**src/rtl/ex_pkg.sv**
```systemverilog
// Shared encodings for the execute stage: ALU opcodes, funct codes,
// ALU-control and FSM state enums.
package ex_pkg;

    localparam logic [1:0] ALUOP_MEM = 2'b00;
    localparam logic [1:0] ALUOP_BEQ = 2'b01;
    localparam logic [1:0] ALUOP_R   = 2'b10;

    localparam int F_ADD = 0;
    localparam int F_SUB = 1;
    localparam int F_MUL = 2;

    typedef enum logic [1:0] {
        ALU_ADD,
        ALU_SUB,
        ALU_MUL,
        ALU_NOP
    } alu_ctl_e;

    typedef enum logic {
        IDLE,
        MUL_BUSY
    } state_e;

endpackage

```
**src/rtl/ex_mul_pipe.sv**
```systemverilog
// Staged unsigned multiplier with a valid shift chain and a kill input.
// EX_OVF_EN keeps the high product half to flag non-zero upper bits.
module ex_mul_pipe #(
    parameter int DATA_W  = 32,
    parameter int MUL_LAT = 3
) (
    input  logic              clk,
    input  logic              rst_n,
    input  logic              start_i,
    input  logic              kill_i,
    input  logic [DATA_W-1:0] a_i,
    input  logic [DATA_W-1:0] b_i,
    output logic              vld_o,
`ifdef EX_OVF_EN
    output logic              hi_nz_o,
`endif
    output logic [DATA_W-1:0] prod_o
);

    localparam int ST = MUL_LAT - 1;
`ifdef EX_OVF_EN
    localparam int PW = 2 * DATA_W;
`else
    localparam int PW = DATA_W;
`endif

    logic [PW-1:0] prod_c;
    logic [PW-1:0] p_q [ST];
    logic [ST-1:0] v_q;

    assign prod_c = PW'(a_i) * PW'(b_i);

    always_ff @(posedge clk or negedge rst_n) begin
        if (!rst_n) begin
            v_q <= '0;
            for (int i = 0; i < ST; i++) begin
                p_q[i] <= '0;
            end
        end else begin
            v_q[0] <= start_i && !kill_i;
            if (start_i) begin
                p_q[0] <= prod_c;
            end
            for (int i = 1; i < ST; i++) begin
                v_q[i] <= v_q[i-1] && !kill_i;
                p_q[i] <= p_q[i-1];
            end
        end
    end

    assign vld_o  = v_q[ST-1];
    assign prod_o = p_q[ST-1][DATA_W-1:0];
`ifdef EX_OVF_EN
    assign hi_nz_o = |p_q[ST-1][PW-1:DATA_W];
`endif

endmodule

```
**src/rtl/ex_stage_pipe.sv**
```systemverilog
// Execute stage with valid/ready on both sides, single-cycle ADD/SUB,
// pipelined MUL and BEQ resolve. EX_OVF_EN adds the ovf output.
module ex_stage_pipe
    import ex_pkg::*;
#(
    parameter int DATA_W  = 32,
    parameter int MUL_LAT = 3,
    parameter int FUNCT_W = 6
) (
    input  logic               clk,
    input  logic               reset,
    input  logic               in_valid,
    output logic               in_ready,
    input  logic [DATA_W-1:0]  rs,
    input  logic [DATA_W-1:0]  rt,
    input  logic [DATA_W-1:0]  imm,
    input  logic               alu_src,
    input  logic [1:0]         alu_op,
    input  logic [FUNCT_W-1:0] funct,
    input  logic               branch,
    input  logic [DATA_W-1:0]  pc,
    input  logic               flush,
    output logic               out_valid,
    input  logic               out_ready,
    output logic [DATA_W-1:0]  result,
    output logic               zero,
    output logic               branch_taken,
`ifdef EX_OVF_EN
    output logic               ovf,
`endif
    output logic [DATA_W-1:0]  branch_target
);

    localparam int CNT_W = (MUL_LAT > 2) ? $clog2(MUL_LAT) : 1;

    state_e            state_q, state_d;
    logic [CNT_W-1:0]  cnt_q;
    alu_ctl_e          ctl;
    logic [DATA_W-1:0] op2, sum, diff, alu_res, target_c;
    logic              zero_c, taken_c;
    logic              accept, acc_one, acc_mul, mul_done;
    logic              mul_vld;
    logic [DATA_W-1:0] mul_prod;
    logic              out_valid_q, out_valid_d;
    logic [DATA_W-1:0] result_q, target_q;
    logic              zero_q, taken_q;
`ifdef EX_OVF_EN
    logic              alu_ovf, mul_hi_nz, ovf_q;
`endif

    always_comb begin
        ctl = ALU_NOP;
        unique case (alu_op)
            ALUOP_MEM: ctl = ALU_ADD;
            ALUOP_BEQ: ctl = ALU_SUB;
            ALUOP_R: begin
                if (funct == FUNCT_W'(F_ADD)) ctl = ALU_ADD;
                else if (funct == FUNCT_W'(F_SUB)) ctl = ALU_SUB;
                else if (funct == FUNCT_W'(F_MUL)) ctl = ALU_MUL;
                else ctl = ALU_NOP;
            end
            default: ctl = ALU_NOP;
        endcase
    end

    // memory ops always address with rs + imm
    assign op2      = (alu_op == ALUOP_MEM || alu_src) ? imm : rt;
    assign sum      = rs + op2;
    assign diff     = rs - op2;
    assign zero_c   = (rs == op2);
    assign taken_c  = branch && zero_c;
    assign target_c = pc + (imm << 2);

    always_comb begin
        alu_res = '0;
        unique case (ctl)
            ALU_ADD: alu_res = sum;
            ALU_SUB: alu_res = diff;
            default: alu_res = '0;
        endcase
    end

`ifdef EX_OVF_EN
    always_comb begin
        alu_ovf = 1'b0;
        unique case (ctl)
            ALU_ADD: alu_ovf = (rs[DATA_W-1] == op2[DATA_W-1])
                            && (sum[DATA_W-1] != rs[DATA_W-1]);
            ALU_SUB: alu_ovf = (rs[DATA_W-1] != op2[DATA_W-1])
                            && (diff[DATA_W-1] != rs[DATA_W-1]);
            default: alu_ovf = 1'b0;
        endcase
    end
`endif

    assign accept   = in_valid && in_ready;
    assign acc_mul  = accept && (ctl == ALU_MUL);
    assign acc_one  = accept && (ctl != ALU_MUL);
    assign mul_done = (state_q == MUL_BUSY) && (cnt_q == CNT_W'(1));

    ex_mul_pipe #(
        .DATA_W  (DATA_W),
        .MUL_LAT (MUL_LAT)
    ) u_mul (
        .clk     (clk),
        .rst_n   (reset),
        .start_i (acc_mul),
        .kill_i  (flush),
        .a_i     (rs),
        .b_i     (op2),
        .vld_o   (mul_vld),
`ifdef EX_OVF_EN
        .hi_nz_o (mul_hi_nz),
`endif
        .prod_o  (mul_prod)
    );

    always_ff @(posedge clk or negedge reset) begin
        if (!reset) begin
            state_q <= IDLE;
        end else begin
            state_q <= state_d;
        end
    end

    always_comb begin
        state_d = state_q;
        if (flush) begin
            state_d = IDLE;
        end else begin
            unique case (state_q)
                IDLE:     if (acc_mul) state_d = MUL_BUSY;
                MUL_BUSY: if (mul_done) state_d = IDLE;
                default:  state_d = IDLE;
            endcase
        end
    end

    always_comb begin
        in_ready = reset && (state_q == IDLE)
                && (!out_valid_q || out_ready) && !flush;
    end

    always_ff @(posedge clk or negedge reset) begin
        if (!reset) begin
            cnt_q <= '0;
        end else if (flush) begin
            cnt_q <= '0;
        end else if (acc_mul) begin
            cnt_q <= CNT_W'(MUL_LAT - 1);
        end else if (state_q == MUL_BUSY && cnt_q != '0) begin
            cnt_q <= cnt_q - CNT_W'(1);
        end
    end

    // flush beats retire and completion; a retire without refill drops valid
    always_comb begin
        out_valid_d = out_valid_q;
        if (flush) out_valid_d = 1'b0;
        else if (acc_one) out_valid_d = 1'b1;
        else if (mul_done) out_valid_d = mul_vld;
        else if (out_ready) out_valid_d = 1'b0;
    end

    always_ff @(posedge clk or negedge reset) begin
        if (!reset) begin
            out_valid_q <= 1'b0;
            result_q    <= '0;
            zero_q      <= 1'b0;
            taken_q     <= 1'b0;
            target_q    <= '0;
`ifdef EX_OVF_EN
            ovf_q       <= 1'b0;
`endif
        end else begin
            out_valid_q <= out_valid_d;
            if (acc_one) begin
                result_q <= alu_res;
                zero_q   <= zero_c;
                taken_q  <= taken_c;
                target_q <= target_c;
`ifdef EX_OVF_EN
                ovf_q    <= alu_ovf;
`endif
            end else if (acc_mul) begin
                zero_q   <= zero_c;
                taken_q  <= taken_c;
                target_q <= target_c;
            end else if (mul_done) begin
                result_q <= mul_prod;
`ifdef EX_OVF_EN
                ovf_q    <= mul_hi_nz;
`endif
            end
        end
    end

    assign out_valid     = out_valid_q;
    assign result        = result_q;
    assign zero          = zero_q;
    assign branch_taken  = taken_q;
    assign branch_target = target_q;
`ifdef EX_OVF_EN
    assign ovf           = ovf_q;
`endif

endmodule

```
**config.mk**
```make
export PLATFORM = sky130hd
export DESIGN_NAME = ex_stage_pipe
export DESIGN_NICKNAME = d
export VERILOG_FILES = /design/src/rtl/ex_pkg.sv /design/src/rtl/ex_mul_pipe.sv /design/src/rtl/ex_stage_pipe.sv
export SDC_FILE = /design/constraint.sdc
export NUM_CORES = 2
export LEC_CHECK = 0
export BUFFER_PORTS_ARGS = -buffer_cell sky130_fd_sc_hd__buf_2
export CORE_AREA = 10 10 319 198
export CTS_CLUSTER_DIAMETER = 40
export CTS_CLUSTER_SIZE = 14
export DETAILED_ROUTE_END_ITERATION = 8
export DIE_AREA = 0 0 329 208
export GPL_ROUTABILITY_DRIVEN = 0
export PLACE_DENSITY = 0.64
export SLEW_MARGIN = 30
export SYNTH_ARGS = -nofsm -noshare
export SYNTH_HDL_FRONTEND = slang
export SYNTH_SLANG_ARGS = --single-unit
```
**constraint.sdc**
```tcl
create_clock -name clk -period 2.3 [get_ports clk]
set_clock_uncertainty 0.1 [all_clocks]
set_input_delay 0.345 -clock clk [delete_from_list [all_inputs] [get_ports clk]]
set_output_delay 0.345 -clock clk [all_outputs]
set_load 0.02 [all_outputs]
```
Yosys cells after proc, flatten, opt, wreduce, memory -nomap -nowiden
Cells that the tools add are included.
{"block": "totals", "regBits": 136, "output_inout_bits": 68}
{"block": "op_classes", "add_sub_neg": 4, "mul": 1, "n_eq_ne": 10, "muxes": 26, "n_bitwise": 1, "n_reduce_logical": 24}
{"operator": "$mux 32", "n": 6}
{"operator": "$add 32x32->32", "n": 2}
{"operator": "$pmux 32 s2", "n": 1}
{"operator": "$eq 32x32->1", "n": 1}
{"operator": "$mul 32x32->32", "n": 1}
{"operator": "$sub 32x32->32", "n": 1}
{"operator": "$mux 1", "n": 12}
{"operator": "$logic_and 1x1->1", "n": 11}
{"operator": "$mux 2", "n": 5}
{"operator": "$eq 2x1->1 const B", "n": 3}
{"operator": "$eq 6x1->1 const B", "n": 1}
{"operator": "$eq 6x2->1 const B", "n": 1}
{"operator": "$logic_not 6->1", "n": 1}
{"operator": "$pmux 2 s3", "n": 1}
{"operator": "$reduce_bool 2->1", "n": 3}
{"operator": "$eq 2x2->1 const B", "n": 2}
{"operator": "$logic_not 2->1", "n": 2}
{"operator": "$ne 2x2->1 const B", "n": 2}
{"operator": "$reduce_bool 4->1", "n": 1}
{"operator": "$reduce_bool 3->1", "n": 1}
{"operator": "$logic_not 1->1", "n": 2}
{"operator": "$logic_or 1x1->1", "n": 2}
{"operator": "$pmux 1 s2", "n": 1}
{"operator": "$reduce_and 2->1", "n": 1}
{"operator": "2 further kinds", "n": 2}

Logic depth before layout (Yosys ltp)
{"block": "logic_depth", "word_depth": 10, "ltp_mapped": 32, "mapped_depth_nobuf": 28}

Cells and area by module
A second synthesis with hierarchy kept.
{"block": "unflattened", "cells_unflattened": 2985, "hier_area_um2": 26968.4}
{"mod": "ex_mul_pipe", "n_inst": 1, "cells_each": 1862, "area_each_um2": 18132.4, "seq_area_each_um2": 1651.6}
{"mod": "ex_stage_pipe", "n_inst": 1, "cells_each": 1123, "area_each_um2": 8836.0, "seq_area_each_um2": 1751.7}

Least setup slack after synthesis
Ideal clock, no wire load.
{"block": "synth_path", "path_type": "input-to-reg", "startpoint": "input alu_op[1]", "endpoint": "register u_mul.p_q[62] (netlist bit)", "t_arrival_ns": 7.514, "required_time_ns": 2.065, "path_slack_ns": -5.448, "path_stages": 31, "path_cell_list": "o21bai_4 -> buf_6 -> buf_12 -> mux2_1 -> clkbuf_1 -> clkbuf_1 -> and2_1 -> fa_1 -> inv_1 -> fa_1 -> fa_1 -> fa_1 -> inv_1 -> fa_1 -> inv_1 -> fa_1 -> inv_1 -> fa_1 -> fa_1 -> ha_1 -> clkbuf_1 -> a21o_1 -> a21oi_1 -> o21bai_1 -> a21oi_1 -> o21ai_0 -> a211oi_1 -> o21ai_0 -> a31oi_1 -> xor2_1 -> o21ai_0"}
{"block": "synth_via", "elab_chain_cells": 4, "word_cells_on_any_way": 9, "cone_classes": "1 x mul; 3 x eq/ne; 2 x mux; 3 x reduce/logical"}
{"item": "start, declared", "line": "ex_stage_pipe.sv:18", "rtl": "input logic [1:0] alu_op,"}
{"item": "$logic_not 2->1, or another cell as far along", "line": "ex_stage_pipe.sv:53, ex_stage_pipe.sv:67"}
{"item": "$logic_or 1x1->1 / $pmux 2 s3 (equally long branches)", "line": "ex_stage_pipe.sv:67, ex_stage_pipe.sv:53"}
{"item": "$mux 32 / $eq 2x2->1 (equally long branches)", "line": "ex_stage_pipe.sv:67, ex_stage_pipe.sv:97"}
{"item": "$mul 32x32->32 / $logic_and 1x1->1 (equally long branches)", "line": "ex_mul_pipe.sv:31, ex_stage_pipe.sv:97"}
{"item": "end signal, assigned by index", "line": "ex_mul_pipe.sv:46", "rtl": "p_q[i] <= p_q[i-1];"}
{"item": "end, declared", "line": "ex_mul_pipe.sv:28", "rtl": "logic [PW-1:0] p_q [ST];"}
Several ways; a longest one is shown, not always the timed one.
A chain may end at the register's enable or synchronous reset.

Final worst setup path
{"block": "layout_path", "startpoint": "input alu_src", "endpoint": "register u_mul.p_q[62] (netlist bit)"}
{"block": "layout_via", "elab_chain_cells": 3}
{"item": "start, declared", "line": "ex_stage_pipe.sv:17", "rtl": "input logic alu_src,"}
{"item": "$logic_or 1x1->1", "line": "ex_stage_pipe.sv:67", "rtl": "assign op2 = (alu_op == ALUOP_MEM || alu_src) ? imm : rt;"}
{"item": "$mux 32", "line": "ex_stage_pipe.sv:67"}
{"item": "$mul 32x32->32", "line": "ex_mul_pipe.sv:31", "rtl": "assign prod_c = PW'(a_i) * PW'(b_i);"}
No other way between the ends.

==> impl_metrics.csv <==
group,metric,value,unit
clock_network,cts_tree,"built",
clock_network,cts_buffer_depth,2,
synthesis,ys_warn_count,0,
synthesis,netlist_instances,2863,
sta,fin_ws,-5.11,ns
synthesis,synth_flop_cell,"dfrtp_1",
synthesis,ys_async_sr_fraction,100,%
setup_path,max_stage_delay,0.58,ns
global_routing,overflow,0,
sta,rsz0062_at_grt,"yes",
die,num_rows,68,
sta,period_share,322,%
die,die_w,329,um
placement,dpl.hpwl,78200,um
layout,layout_commonest_cell,"buf_4",
synthesis,ys_seq_elements,136,
global_routing,grt_use_total,28.5,%
global_routing,grt_max_degree,137,
clock_network,numClockSinks,136,
detailed_routing,drt-wirelength-per-cell,22.7,um
clock_network,htreeDepth,4,
setup_path,critical_path.startpoint_type,"input pin",
synthesis,syn_area,25500,um2
setup_path,crit_family,"adder cells",
die,die_area,68400,um2
layout,fin_area,36200,um2
synthesis,synth_edf_count,0,
setup_path,cp-end-kind,"register",
detailed_routing,drc,0,
setup_path,critical_path_buf_inv_count,8,
detailed_routing,dr.max_layer_used,"met4",
sta,tightest_slew,0.803,ns
synthesis,synth_seq_area_share,13.4,%
die,core_area,57100,um2
detailed_routing,drt_iter0_drc,2146,
placement,place_area,32500,um2
placement,port_buffers,210,
setup_path,r2r_cells,8,
layout,fillers,4525,
sta,setup_violations,69,
worst_hold_path,hold_class,"input pin to register",
clock_network,path_clk_slew,0.07,ns
sta,hold_viol_final,0,
setup_path,worstPathMaxFanout,12,
synthesis,synth_fp_nets,3639,
setup_path,cp_data_required_time,2.51,ns
layout,nNetsFinal,4421,
sta,finalMaxSlewViolations,0,
global_routing,antenna_found_initial,6,
setup_path,cp.arrival,7.62,ns
setup_path,crit_slowest_cell,"fa_1",
setup_path,path_common_cell,"fa_1",
status,failed_checks,"negative setup slack",
sta,fin_crit,7.41,ns
die,initial_core_util,44.6,%
worst_hold_path,holdPathStages,2,
detailed_routing,firstDrtPassIters,5,
die,die_h,208,um
global_routing,grt_pass1_vias,25800,
detailed_routing,dr_wl_met2,43600,um
detailed_routing,ant_nets,0,
synthesis,synth_cell_types,75,
setup_path,worstReg2RegEnd,"result[7]",
synthesis,syn_avg_cell_area,8.89,um2
layout,final_cell_mix,"573 x buf_4, 430 x inv_1, 357 x fa_1",
detailed_routing,num_vias,24200,
sta,fmax,135,MHz
setup_path,ff2ff_setup_slack,0.24,ns
clock_network,root_buffer,"clkbuf_16",
detailed_routing,met1_length,41200,um
detailed_routing,routed_wl,100000,um
global_routing,grt_first_pass_wirelength,151000,um
die,ios,211,
layout,layout-drive-gt1-share,38.5,%
status,outcome,"finished with violations",
placement,dp_cells,4303,
worst_hold_path,min_from,"pc[1]",
layout,fin_cells,4434,
setup_path,worstSetupPathType,"input pin to register",
job,cap_violations,0,
layout,syn2layout_area_growth,42.3,%
worst_hold_path,worst_hold_path.endpoint,"branch_target[1]",
detailed_routing,met3_length,12100,um
clock_network,clkLatencyLatePin,0.43,ns
clock_network,cts_buffers,17,
detailed_routing,drt-vias-per-instance,5.45,
setup_path,timing.rr.start,"out_valid",
sta,max-slew-margin-rel,46.5,%
sta,tns,-166.30,ns
sequential cells by signal, summed over array words and instances, names as in the netlist:
name and count:
result 32, u_mul.p_q 32, out_valid 1, branch_target 32, branch_taken 1, u_mul.prod_o 32
zero 1, cnt_q 2, u_mul.v_q 2, state_q 1
Yosys cell counts, drive strengths merged, types with 38 or more instances:
cell    instances  area, um2
inv           477       1790
fa            411       8230
nand2         358       1360
and2          235       1470
ha            222       2780
nor2          151        567
dfrtp         136       3400
o21ai         125        626
clkbuf        115        432
a21oi         114        571
xnor2          98        881
a21o           38        285
xor2           38        340
worst reg2reg max path, cell delays in order (launching register included):
cell and delay [ns]:
dfrtp_1 0.37, nor2b_1 0.16, nor4b_4 0.28, nand2_2 0.14, or2_2 0.39, buf_4 0.23, o21ai_0 0.10, o21ai_1 0.09
o21a_1 0.11
worst max-delay path by stage:
stage | cells after the start | startpoint | slack [ns] | endpoint
after global placement | 28 | alu_op[0] | -5.64 | u_mul.p_q[56]
after global routing | 31 | alu_src | -5.29 | u_mul.p_q[62]
after CTS | 27 | alu_op[0] | -4.98 | u_mul.p_q[63]
after detailed placement | 28 | alu_op[0] | -5.75 | u_mul.p_q[56]
after floorplan | 28 | alu_op[0] | -5.15 | u_mul.p_q[63]
final | 29 | alu_src | -5.11 | u_mul.p_q[62]
metal layers:
metal / track usage (%) / up-vias
li1: - / 10600
met1: 38.8 / 12200
met2: 43.3 / 1243
met3: 8.67 / 207
met4: 8.15 / 0
met5: 0 / -
area by class of cell:
cell class	instances	area [um2]	area share (%)
multi-input combinational	2127	22600	62.3
timing repair buffer	886	6920	19.1
sequential	136	3400	9.39
inverter	477	1800	4.97
tap	770	963	2.66
clock buffer	19	443	1.22
clock inverter	13	135	0.373
antenna	6	15.0	0.0414
per-stage QoR:
| stage | utilization, % | hold WS (ns) | setup slack, ns |
|---|---|---|---|
| after floorplan | - | -0.0506 | -5.15 |
| after global placement | 56.9 | 0.260 | -5.64 |
| after detailed placement | 56.9 | 0.262 | -5.75 |
| after CTS | 61.5 | 0.0366 | -4.98 |
| after global routing | 63.4 | 0.0397 | -5.29 |
| final | 63.5 | 0.0491 | -5.11 |
cell families after synthesis:
kind of cell    share of synthesized area (%)
xor+xnor                                 4.88
simple gates                             15.9
mux                                      2.50
fa+ha+maj                                43.2
flops                                    13.4
compound gates                           11.1
buf+inv                                  9.07
repair_timing:
item / 4_1_cts / 5_1_grt
pin swaps: 184 / 203
endpoints found under the setup margin: 74 / 80
endpoints found under the hold margin: 12 / 0
hold buffers: 1 / 0
gates cloned: 3 / 0
setup buffers: 65 / 34
gates resized for setup: 320 / 232
Power is not shown: default switching activity piles up to over one toggle a cycle in this logic, so the estimate is an artifact.
